## config.mk

```make
export PLATFORM = sky130hd
export DESIGN_NAME = pipe_hazard_ctrl
export DESIGN_NICKNAME = d
export VERILOG_FILES = /design/src/rtl/pipe_hazard_ctrl.sv
export SDC_FILE = /design/constraint.sdc
export NUM_CORES = 1
export LEC_CHECK = 0
export CORE_MARGIN = 2
export CORE_UTILIZATION = 49
export DETAILED_ROUTE_END_ITERATION = 6
export PLACE_DENSITY = 0.84
export RECOVER_POWER = 50
export REMOVE_ABC_BUFFERS = 1
export SYNTH_ARGS = -nofsm -noshare
export SYNTH_HDL_FRONTEND = slang
export SYNTH_SLANG_ARGS = --single-unit
```

## constraint.sdc

```tcl
create_clock -name clock -period 4 [get_ports clock]
set_clock_uncertainty 0.15 [all_clocks]
set_input_delay 0.8 -clock clock [delete_from_list [all_inputs] [get_ports clock]]
set_output_delay 0.8 -clock clock [all_outputs]
set_load 0.01 [all_outputs]
```

## src/rtl/pipe_hazard_ctrl.sv

```systemverilog
// Stall/flush controller for the five-stage pipeline: load-use bubbles,
// redirect flushes, data-memory wait freezes with a timeout watchdog.
module pipe_hazard_ctrl #(
  parameter int unsigned MAX_WAIT = 16,
  parameter int unsigned CNT_W    = 16
) (
  input  logic             clock,
  input  logic             resetn,
  input  logic [4:0]       id_rs,
  input  logic [4:0]       id_rt,
  input  logic             id_uses_rs,
  input  logic             id_uses_rt,
  input  logic             ex_memread,
  input  logic [4:0]       ex_regdest,
  input  logic             ex_redirect,
  input  logic             mem_req,
  input  logic             mem_ready,
  output logic             pc_en,
  output logic             ifid_en,
  output logic             idex_en,
  output logic             exmem_en,
  output logic             memwb_en,
  output logic             ifid_flush,
  output logic             idex_flush,
  output logic             mem_err,
  output logic [CNT_W-1:0] stall_cycles
);

  localparam int unsigned WCNT_W = $clog2(MAX_WAIT + 1);

  typedef enum logic [1:0] {
    S_RUN  = 2'd0,
    S_WAIT = 2'd1,
    S_ERR  = 2'd2
  } state_t;

  state_t            r_state;
  logic              r_run;
  logic [WCNT_W-1:0] r_wait_cnt;
  logic              r_mem_err;
  logic [CNT_W-1:0]  r_stall_cycles;

  logic w_memstall;
  logic w_loaduse;
  logic w_rs_hit;
  logic w_rt_hit;

  assign w_memstall = mem_req & ~mem_ready;
  assign w_rs_hit   = id_uses_rs & (id_rs == ex_regdest);
  assign w_rt_hit   = id_uses_rt & (id_rt == ex_regdest);
  assign w_loaduse  = ex_memread & (ex_regdest != 5'd0) & (w_rs_hit | w_rt_hit);

  // Same-cycle enable/flush decode: memstall > redirect > load-use > normal
  always_comb begin
    pc_en      = 1'b0;
    ifid_en    = 1'b0;
    idex_en    = 1'b0;
    exmem_en   = 1'b0;
    memwb_en   = 1'b0;
    ifid_flush = 1'b0;
    idex_flush = 1'b0;
    if (r_run && (r_state != S_ERR)) begin
      if (w_memstall) begin
        pc_en = 1'b0;
      end else if (ex_redirect) begin
        pc_en      = 1'b1;
        ifid_en    = 1'b1;
        idex_en    = 1'b1;
        exmem_en   = 1'b1;
        memwb_en   = 1'b1;
        ifid_flush = 1'b1;
        idex_flush = 1'b1;
      end else if (w_loaduse) begin
        idex_en    = 1'b1;
        idex_flush = 1'b1;
        exmem_en   = 1'b1;
        memwb_en   = 1'b1;
      end else begin
        pc_en    = 1'b1;
        ifid_en  = 1'b1;
        idex_en  = 1'b1;
        exmem_en = 1'b1;
        memwb_en = 1'b1;
      end
    end
  end

  // Wait/timeout FSM, run flag and saturating stall counter
  always_ff @(posedge clock or negedge resetn) begin
    if (!resetn) begin
      r_state        <= S_RUN;
      r_run          <= 1'b0;
      r_wait_cnt     <= '0;
      r_mem_err      <= 1'b0;
      r_stall_cycles <= '0;
    end else begin
      r_run <= 1'b1;
      if (r_run) begin
        case (r_state)
          S_RUN: begin
            if (w_memstall) begin
              r_state    <= S_WAIT;
              r_wait_cnt <= WCNT_W'(1);
            end
          end
          S_WAIT: begin
            if (!w_memstall) begin
              r_state    <= S_RUN;
              r_wait_cnt <= '0;
            end else if (r_wait_cnt == WCNT_W'(MAX_WAIT)) begin
              r_state   <= S_ERR;
              r_mem_err <= 1'b1;
            end else begin
              r_wait_cnt <= r_wait_cnt + WCNT_W'(1);
            end
          end
          S_ERR:   r_state <= S_ERR;
          default: r_state <= S_ERR;
        endcase
        if (!pc_en && (r_stall_cycles != {CNT_W{1'b1}}))
          r_stall_cycles <= r_stall_cycles + CNT_W'(1);
      end
    end
  end

  assign mem_err      = r_mem_err;
  assign stall_cycles = r_stall_cycles;

endmodule

```

==> impl_metrics.json <==
{
  "post_cts_buffers": 0,
  "worst-r2r-cell-count": 7,
  "p_leak_nw": 0.858,
  "drt-vias-per-instance": 5.69,
  "initial_core_util": 0.523,
  "stdcell_area_um2": 1960,
  "status": "complete, no violations",
  "syn-cell-area_um2": 1460,
  "startpoint_type": "input port",
  "cap_viol_max_count": 0,
  "cp.arrival_ns": 2.82,
  "gp_congestion": 0.837,
  "wirelength_um": 3430,
  "slowest_delay_ns": 0.56,
  "drive_gt1_frac": 0.0872,
  "dpl-instance-area_um2": 1930,
  "cts_root_buffer": "clkbuf_4",
  "antennaDiodeCount": 0,
  "crit_buf_inv": 2,
  "cp-startpoint": "ex_regdest[3]",
  "instances_no_fill": 226,
  "io_pins": 47,
  "grt_use_total": 0.217,
  "rows": 19,
  "period_share": 0.941,
  "required_ns": 3.05,
  "async_reset_ff_frac": 1.00,
  "path_cells": "clkdlybuf4s50_1 > or4_1 > o21ai_2 > nor2_1 > a21boi_4 > clkdlybuf4s50_1",
  "cp-end-kind": "primary output",
  "final_cell_mix": "clkdlybuf4s50_1, dfrtp_1, xor2_1, nand2_1",
  "layout_min_cycle_time_ns": 3.77,
  "synth_edf_count": 0,
  "fill_cells": 209,
  "core_um2": 2780,
  "p_total_mw": 0.734,
  "crit_family": "buffers and inverters",
  "wl_per_cell_um": 15.2,
  "reg2reg_to": "stall_cycles[1]$_DFFE_PN0P_",
  "path_class": "in2out",
  "holdCritPathClass": "reg2reg",
  "grt_pass1_wl_um": 5800,
  "grt_max_degree": 26,
  "ir_drop_v": 0.000358,
  "ant_nets": 0,
  "clock_sinks": 25,
  "setup_slack_ns": 0.234,
  "ctsResizeCount": 0,
  "postCtsHoldBufs": 0,
  "die_h_um": 58.5,
  "io_buffers": 46,
  "r2r_slack_ns": 1.74,
  "fin_nets": 222,
  "cts_buffer_depth": 2,
  "setup_violations": 0,
  "antenna_found_initial": 0,
  "rsz0062_at_grt": "no",
  "tns_ns": 0,
  "worst_slew_pin_slew_ns": 1.11,
  "dpl.cell_count": 222,
  "synth-seq-cells": 25,
  "vias": 1286,
  "area_growth_pct": 34.4,
  "ys_seq_area_frac": 0.430,
  "cts_buffers": 3,
  "hpwl_um": 2670,
  "post-route-util": 0.703,
  "crit_top_cell": "clkdlybuf4s50_1",
  "hold_slack_ns": 0.322,
  "timing.rr.start": "stall_cycles[0]$_DFFE_PN0P_",
  "synth_warnings": 0,
  "ys.flop_type": "dfrtp_1",
  "tritoncts": "built",
  "clkSlewWorstSetupHoldPaths_ns": 0.13,
  "report.final.hold_viol_count": 0,
  "crit_fanout": 3,
  "slew_headroom": 0.256,
  "layout_commonest_cell": "clkdlybuf4s50_1",
  "crit_cells": 6,
  "drc": 0,
  "critical-path-slowest-cell": "clkdlybuf4s50_1",
  "endpoint": "pc_en",
  "pwr_density_cell_nw_per_um2": 375,
  "grt_pass1_vias": 1315,
  "dr.pass1.iters": 4,
  "grt_overflow": 0,
  "htree_levels": 1,
  "fmax_mhz": 266,
  "yosysUniqueCellTypes": 39,
  "avgSynthCellArea_um2": 9.77,
  "first_iter_violations": 51,
  "synthCells": 149,
  "dpl_worst_slack_ns": 0.249,
  "multiInputGateArea_um2": 769,
  "finalMaxSlewViolations": 0,
  "layout.area.seq_um2": 626,
  "die-width_um": 58.5,
  "insertion_delay_ns": 0.33,
  "fp.dieArea_um2": 3420
}
## state kept, by name (all words and copies together) (netlist names)
register,count
stall_cycles,16
r_wait_cnt,5
r_state,2
mem_err,1
r_run,1
## routing by layer
layer | GRT usage | part of all wire
met1 | 0.272 | 0.44
met2 | 0.358 | 0.49
met3 | 0.0440 | 0.046
met4 | 0.103 | 0.015
met5 | 0 | 0
## where the power goes
group / leakage (nW) / internal (mW) / switching (mW)
Combinational: 0.520 / 0.145 / 0.105
Clock: 0.0177 / 0.0375 / 0.0785
Sequential: 0.320 / 0.298 / 0.0710
## final cells by class
| type | count | share of cell area |
|---|---|---|
| Multi-Input combinational cell | 114 | 0.393 |
| Sequential cell | 25 | 0.320 |
| Timing Repair Buffer | 49 | 0.247 |
| Tap cell | 31 | 0.0198 |
| Clock buffer | 3 | 0.0115 |
| Inverter | 3 | 0.00576 |
| Clock inverter | 1 | 0.00256 |
## how the worst min path moves through the flow
stage                                 from                      to  slack (ns)  cells after the start
CTS                    mem_err$_DFFE_PN0P_     mem_err$_DFFE_PN0P_        0.33                      1
global route           mem_err$_DFFE_PN0P_     mem_err$_DFFE_PN0P_        0.35                      1
detailed placement     mem_err$_DFFE_PN0P_     mem_err$_DFFE_PN0P_        0.30                      1
global placement       mem_err$_DFFE_PN0P_     mem_err$_DFFE_PN0P_        0.29                      1
finish                 mem_err$_DFFE_PN0P_     mem_err$_DFFE_PN0P_        0.32                      1
floorplan           r_state[1]$_DFFE_PN0P_  r_state[1]$_DFFE_PN0P_        0.31                      1
## worst register-to-register path: stages (launching register included)
cell and delay [ns]:
dfrtp_1 0.45, ha_1 0.19, nand3_1 0.14, nor2_1 0.31
nand2_1 0.14, o21ai_4 0.37, nor2_2 0.10, mux2_4 0.31
## Yosys cell counts, drive strengths merged, types with 2 or more instances
library cell  count  area share
o21ai             7       0.034
ha                3       0.026
nor2b             2      0.0086
a21o              3       0.015
inv               3      0.0077
nor3             11       0.038
dfrtp            25        0.43
and3              3       0.014
nor2              6       0.017
nand4             5       0.021
nor4              5       0.021
xor2             15       0.090
xnor2            10       0.060
and2b             2       0.011
buf               7       0.034
a21oi             4       0.014
nand2            13       0.034
nand3            11       0.038
## kinds of logic (layout without fill, tap and decap cells)
logic type	after synthesis	in the layout	synth area share
and+or+nand+nor	65	65	0.242
other	1	1	0.00258
xor gates and xnor gates	25	25	0.150
DFF	25	25	0.430
muxes	1	1	0.0103
buffers and inverters	10	56	0.0413
adders and majority gates	3	3	0.0258
AOI/OAI and AO/OA	19	19	0.0980
Note: power is estimated with default switching activity, not from simulation.
